<file path="src/rtl/pipeline_step_ctrl_if.sv">
// rtl/pipeline_step_ctrl_if.sv - debug command and pipeline control bundle for pipeline_step_ctrl
interface pipeline_step_ctrl_if #(
   parameter int CNT_BITS = 32
);
   logic                cmd_valid;
   logic [1:0]          cmd;
   logic                cmd_ready;
   logic                halt_wb;
   logic                load_use;
   logic                step;
   logic                pc_write;
   logic                ifid_write;
   logic                flush_idex;
   logic                flush_all;
   logic                halted;
   logic                busy;
   logic [CNT_BITS-1:0] cycle_count;

   modport master (
      output cmd_valid, cmd, halt_wb, load_use,
      input  cmd_ready, step, pc_write, ifid_write, flush_idex, flush_all,
             halted, busy, cycle_count
   );

   modport slave (
      input  cmd_valid, cmd, halt_wb, load_use,
      output cmd_ready, step, pc_write, ifid_write, flush_idex, flush_all,
             halted, busy, cycle_count
   );
endinterface

</file>
<file path="src/rtl/pipeline_step_ctrl.sv">
// rtl/pipeline_step_ctrl.sv - run/step/halt/flush controller producing pipeline latch enables
module pipeline_step_ctrl #(
   parameter int CNT_BITS     = 32,
   parameter int FLUSH_CYCLES = 2
) (
   input  logic                  clk,
   input  logic                  rst_n,
   pipeline_step_ctrl_if.slave   bus
);
   localparam logic [1:0] CMD_RUN   = 2'b01;
   localparam logic [1:0] CMD_STEP  = 2'b10;
   localparam logic [1:0] CMD_FLUSH = 2'b11;
   localparam int         FW        = (FLUSH_CYCLES > 1) ? $clog2(FLUSH_CYCLES) : 1;
   localparam logic [FW-1:0] FLUSH_LAST = FW'(FLUSH_CYCLES - 1);

   typedef enum logic [2:0] {S_IDLE, S_RUN, S_STEP, S_HALTED, S_FLUSH} state_t;

   state_t              state, state_next;
   logic [FW-1:0]       flush_cnt;
   logic [CNT_BITS-1:0] cnt;
   logic                step_r, flush_all_r, halted_r, busy_r, cmd_ready_r;
   logic                accept;

   assign accept = bus.cmd_valid & cmd_ready_r;

   always_comb begin
      state_next = state;
      case (state)
         S_IDLE: begin
            if (accept) begin
               case (bus.cmd)
                  CMD_RUN:   state_next = S_RUN;
                  CMD_STEP:  state_next = S_STEP;
                  CMD_FLUSH: state_next = S_FLUSH;
                  default:   state_next = S_IDLE;
               endcase
            end
         end
         S_RUN:    if (bus.halt_wb) state_next = S_HALTED;
         S_STEP:   state_next = bus.halt_wb ? S_HALTED : S_IDLE;
         S_HALTED: if (accept && bus.cmd == CMD_FLUSH) state_next = S_FLUSH;
         S_FLUSH:  if (flush_cnt == FLUSH_LAST) state_next = S_IDLE;
         default:  state_next = S_IDLE;
      endcase
   end

   // Outputs are flopped from the next state so step/flush_all never see i_cmd or halt_wb combinationally.
   always_ff @(posedge clk or negedge rst_n) begin
      if (!rst_n) begin
         state       <= S_IDLE;
         flush_cnt   <= '0;
         cnt         <= '0;
         step_r      <= 1'b0;
         flush_all_r <= 1'b0;
         halted_r    <= 1'b0;
         busy_r      <= 1'b0;
         cmd_ready_r <= 1'b1;
      end else begin
         state       <= state_next;
         step_r      <= (state_next == S_RUN) || (state_next == S_STEP);
         flush_all_r <= (state_next == S_FLUSH);
         halted_r    <= (state_next == S_HALTED);
         busy_r      <= (state_next == S_RUN) || (state_next == S_FLUSH);
         cmd_ready_r <= (state_next == S_IDLE) || (state_next == S_HALTED);

         if (state == S_FLUSH)
            flush_cnt <= flush_cnt + FW'(1);
         else
            flush_cnt <= '0;

         if (state_next == S_FLUSH && state != S_FLUSH)
            cnt <= '0;
         else if (step_r && cnt != '1)
            cnt <= cnt + CNT_BITS'(1);
      end
   end

   assign bus.step        = step_r;
   assign bus.flush_all   = flush_all_r;
   assign bus.halted      = halted_r;
   assign bus.busy        = busy_r;
   assign bus.cmd_ready   = cmd_ready_r;
   assign bus.cycle_count = cnt;
   assign bus.pc_write    = step_r & ~bus.load_use;
   assign bus.ifid_write  = step_r & ~bus.load_use;
   assign bus.flush_idex  = flush_all_r | (step_r & bus.load_use);
endmodule

</file>
<file path="src/flat_wrapper.sv">
// flat-port wrapper written by rule: the top's interface ports become plain ports
module pipeline_step_ctrl_flat 
#(
   parameter int CNT_BITS     = 32,
   parameter int FLUSH_CYCLES = 2
)
  (clk, rst_n, bus_cmd_valid, bus_cmd, bus_halt_wb, bus_load_use, bus_cmd_ready, bus_step, bus_pc_write, bus_ifid_write, bus_flush_idex, bus_flush_all, bus_halted, bus_busy, bus_cycle_count);
  pipeline_step_ctrl_if #(.CNT_BITS(CNT_BITS)) bus_i ();
  input  logic clk;
  input  logic rst_n;
  input wire logic [$bits(bus_i.cmd_valid)-1:0] bus_cmd_valid;
  input wire logic [$bits(bus_i.cmd)-1:0] bus_cmd;
  input wire logic [$bits(bus_i.halt_wb)-1:0] bus_halt_wb;
  input wire logic [$bits(bus_i.load_use)-1:0] bus_load_use;
  output wire logic [$bits(bus_i.cmd_ready)-1:0] bus_cmd_ready;
  output wire logic [$bits(bus_i.step)-1:0] bus_step;
  output wire logic [$bits(bus_i.pc_write)-1:0] bus_pc_write;
  output wire logic [$bits(bus_i.ifid_write)-1:0] bus_ifid_write;
  output wire logic [$bits(bus_i.flush_idex)-1:0] bus_flush_idex;
  output wire logic [$bits(bus_i.flush_all)-1:0] bus_flush_all;
  output wire logic [$bits(bus_i.halted)-1:0] bus_halted;
  output wire logic [$bits(bus_i.busy)-1:0] bus_busy;
  output wire logic [$bits(bus_i.cycle_count)-1:0] bus_cycle_count;
  assign bus_i.cmd_valid = bus_cmd_valid;
  assign bus_i.cmd = bus_cmd;
  assign bus_i.halt_wb = bus_halt_wb;
  assign bus_i.load_use = bus_load_use;
  assign bus_cmd_ready = bus_i.cmd_ready;
  assign bus_step = bus_i.step;
  assign bus_pc_write = bus_i.pc_write;
  assign bus_ifid_write = bus_i.ifid_write;
  assign bus_flush_idex = bus_i.flush_idex;
  assign bus_flush_all = bus_i.flush_all;
  assign bus_halted = bus_i.halted;
  assign bus_busy = bus_i.busy;
  assign bus_cycle_count = bus_i.cycle_count;
  pipeline_step_ctrl #(.CNT_BITS(CNT_BITS), .FLUSH_CYCLES(FLUSH_CYCLES)) u_core (.clk(clk), .rst_n(rst_n), .bus(bus_i));
endmodule
</file>
<file path="config.mk">
export PLATFORM = sky130hd
export DESIGN_NAME = pipeline_step_ctrl_flat
export DESIGN_NICKNAME = d
export VERILOG_FILES = /design/src/rtl/pipeline_step_ctrl_if.sv /design/src/rtl/pipeline_step_ctrl.sv /design/src/flat_wrapper.sv
export SDC_FILE = /design/constraint.sdc
export NUM_CORES = 1
export LEC_CHECK = 0
export CAP_MARGIN = 20
export CELL_PAD_IN_SITES_DETAIL_PLACEMENT = 1
export CELL_PAD_IN_SITES_GLOBAL_PLACEMENT = 2
export CORE_UTILIZATION = 34
export DETAILED_ROUTE_END_ITERATION = 16
export HOLD_SLACK_MARGIN = 0.15
export PLACE_DENSITY_LB_ADDON = 0.3
export SETUP_SLACK_MARGIN = 0.4
export SLEW_MARGIN = 10
export SYNTH_ARGS = -nofsm -noshare
export SYNTH_HDL_FRONTEND = slang
export SYNTH_SLANG_ARGS = --single-unit
</file>
<file path="constraint.sdc">
create_clock -name clk -period 4.6 [get_ports clk]
set_input_delay 0.92 -clock clk [delete_from_list [all_inputs] [get_ports clk]]
set_output_delay 0.92 -clock clk [all_outputs]
set_load 0.03 [all_outputs]
</file>
==> reports/metrics.yaml <==
coreArea_mm2: 0.00639
num_rows: 29
start_util_pct: 35.2
synth_nets: 242
synth-seq-cells: 41
post_cts_buffers: 0
peakVddDrop_mv: 0.353
overflow: 0
wl_per_cell_um: 15.5
clockRootBuffer: "clkbuf_8"
crit_type: "primary input to output port"
first_pass_iters: 4
max-cap-violations: 0
ys_top_cells_by_area: "dfrtp_1, xnor2_1, a21oi_1"
synth_ff_type: "dfrtp_1"
cts_tree: "done"
vias: 1958
cp_top_family: "buffers and inverters"
crit_top_cell: "clkdlybuf4s50_1"
critPathMaxFanout: 2
grt_pass1_vias: 1985
slowest_delay_ns: 0.69
tightest_slew_ns: 0.962
synth_area_leader_cell: "dfrtp_1"
cp_cell_sequence: "clkdlybuf4s50_1, nor2b_1, clkdlybuf4s50_1"
cpMaxStageDelayCell: "clkdlybuf4s50_1"
cp.buffers_inverters: 2
drt_iter0_drc: 44
status: "finished clean"
rsz0062_at_grt: "false"
cts_made_buffers: 5
drive_gt1_share_pct: 9.32
p_leak_nw: 1.13
finalHoldViolCount: 0
slew_viol_final: 0
grt.total_usage_pct: 17.2
cts_resized: 0
clk_pin_slew_ns: 0.08
setup_violations: 0
yosysSeqAreaShare_pct: 45.7
place_congestion: 0.721
final_util_pct: 45.2
ys_types: 49
grt_first_pass_wirelength_mm: 9.55
synth-edff-count: 0
synthCells: 234
p_per_area_mw_per_mm2: 692
pin_count: 47
cp-end-kind: "output port"
cts.sinks: 41
setup_tns_ns: 0
cp_data_required_time_ns: 3.68
netlist.area_leader.share_pct: 44.5
hpwlAfterDp_mm: 3.79
yosysWarnings: 0
postRouteAntennaNets: 0
cts-hold-fix-buffers: 0
start_kind: "primary input"
layout.nets: 286
drc: 0
clock.fmax_mhz: 323
ctsLongestPathBuffers: 2
maxSlewHeadroom_pct: 35.9
die_width_um: 83.3
fin_crit_ns: 3.10
synthArstFlopShare_pct: 100
arrival_ns: 2.18
insertion_delay_ns: 0.30
avgViaCountPerCell: 5.50
grt_max_degree: 42
period_share_pct: 67.4
hold_path_class: "flop to flop"
skew_ns: 0.00496
totalWireLength_mm: 5.52
fp.dieH_um: 83.3
synth_area_per_cell_um2: 9.61
htree_levels: 2
antenna_found_initial: 0
area_delta_synth_final_pct: 28.4
io_buffer_count: 46
design.die.area_mm2: 0.00695
syn_area_mm2: 0.00225
antennaDiodeCount: 0
## final timing paths
| check | from | end | cells past startpoint | slack [ns] |
|---|---|---|---|---|
| setup / recovery | bus_load_use | bus_pc_write | 3 | 1.50 |
| hold / removal | u_core.flush_cnt$_DFF_PN0_ | u_core.flush_cnt$_DFF_PN0_ | 1 | 0.42 |
| setup reg to reg | u_core.bus.cycle_count[12]$_DFFE_PN0P_ | u_core.bus.cycle_count[9]$_DFFE_PN0P_ | 5 | 2.36 |
| hold reg to reg | u_core.flush_cnt$_DFF_PN0_ | u_core.flush_cnt$_DFF_PN0_ | 1 | 0.42 |
| max in group asynchronous | rst_n | u_core.bus.cycle_count[30]$_DFFE_PN0P_ | 1 | 3.24 |
| min in group asynchronous | rst_n | u_core.bus.cycle_count[15]$_DFFE_PN0P_ | 1 | 0.77 |
## registers in the layout (all words and copies together), names as in the netlist
name,cells
u_core.bus.flush_all,1
u_core.bus.cycle_count,32
u_core.state,3
u_core.flush_cnt,1
u_core.bus.step,1
u_core.bus.halted,1
u_core.bus.busy,1
u_core.bus.cmd_ready,1
## report_power, final
group / leakage, nW / switching, mW / total (mW) / internal, mW
combinational: 0.524 / 0.520 / 0.914 / 0.393
clock: 0.0681 / 0.133 / 0.349 / 0.216
sequential: 0.535 / 0.217 / 0.735 / 0.518
total: 1.13 / 0.871 / 2.00 / 1.13
## cell usage in the layout, fill, tap and decap left out, types with 3 or more instances in the layout
master           instances
nand4_1                 10
nor3_1                   4
xnor2_1                 12
dfrtp_1                 40
xor2_1                   3
nand2b_1                 4
a211oi_1                 3
inv_1                    7
clkdlybuf4s50_1         45
nor4_1                   6
clkbuf_8                 5
nand2_1                 19
o21ai_1                  9
o31ai_1                  3
o21ai_0                  7
a31oi_1                  3
a21oi_1                 18
nand3_1                  8
or3_1                   12
nor2_1                  17
or4_1                    4
## cells in the mapped netlist (3+ instances only)
library cell,number
o21ai_1,9
nor2_1,17
nand3_1,8
a211oi_1,3
a21oi_1,18
xnor2_1,12
a31oi_1,3
or3_1,12
o31ai_1,3
nor3_1,5
nor4_1,6
xor2_1,3
o21ai_0,7
dfrtp_1,40
clkbuf_1,6
inv_1,7
nand2b_1,4
or4_1,4
nand4_1,10
nand2_1,19
## per-layer routing
layer	global-route usage [%]	vias to the layer above	routed length (um)
met5	0	-	0
met4	6.11	0	53
met3	3.28	4	160
met2	29.3	32	2690
met1	21.8	977	2610
li1	-	945	-
## area by class of cell
| type | instances | area (um^2) |
|---|---|---|
| Multi-Input combinational cell | 175 | 1130 |
| Sequential cell | 41 | 1030 |
| Clock buffer | 5 | 68.8 |
| Tap cell | 77 | 96.3 |
| Inverter | 7 | 26.3 |
| Fill cell | 733 | 3500 |
| Timing Repair Buffer | 48 | 470 |
| Clock inverter | 3 | 65.1 |
## metrics by stage
step                cell area [um^2]  hold slack (ns)  cells  total power [mW]  setup slack [ns]
CTS                             2890            0.431    356              2.02              1.48
global placement                2760            0.423    348              1.65              1.52
detailed placement              2760            0.418    348              1.66              1.49
finish                          2890            0.425    356              2.00              1.50
global route                    2890            0.445    356              2.12              1.45
floorplan                       2250            0.397    234              1.26              2.03
## cell families after synthesis
kind of cell	count (synthesis)	synth area share [%]
xor gates and xnor gates	15	5.84
DFF	41	45.7
buffers and inverters	18	4.12
AOI/OAI and AO/OA	55	15.8
and+or+nand+nor	104	28.0
adders and majority gates	1	0.556
(Power assumes the default switching activity.)
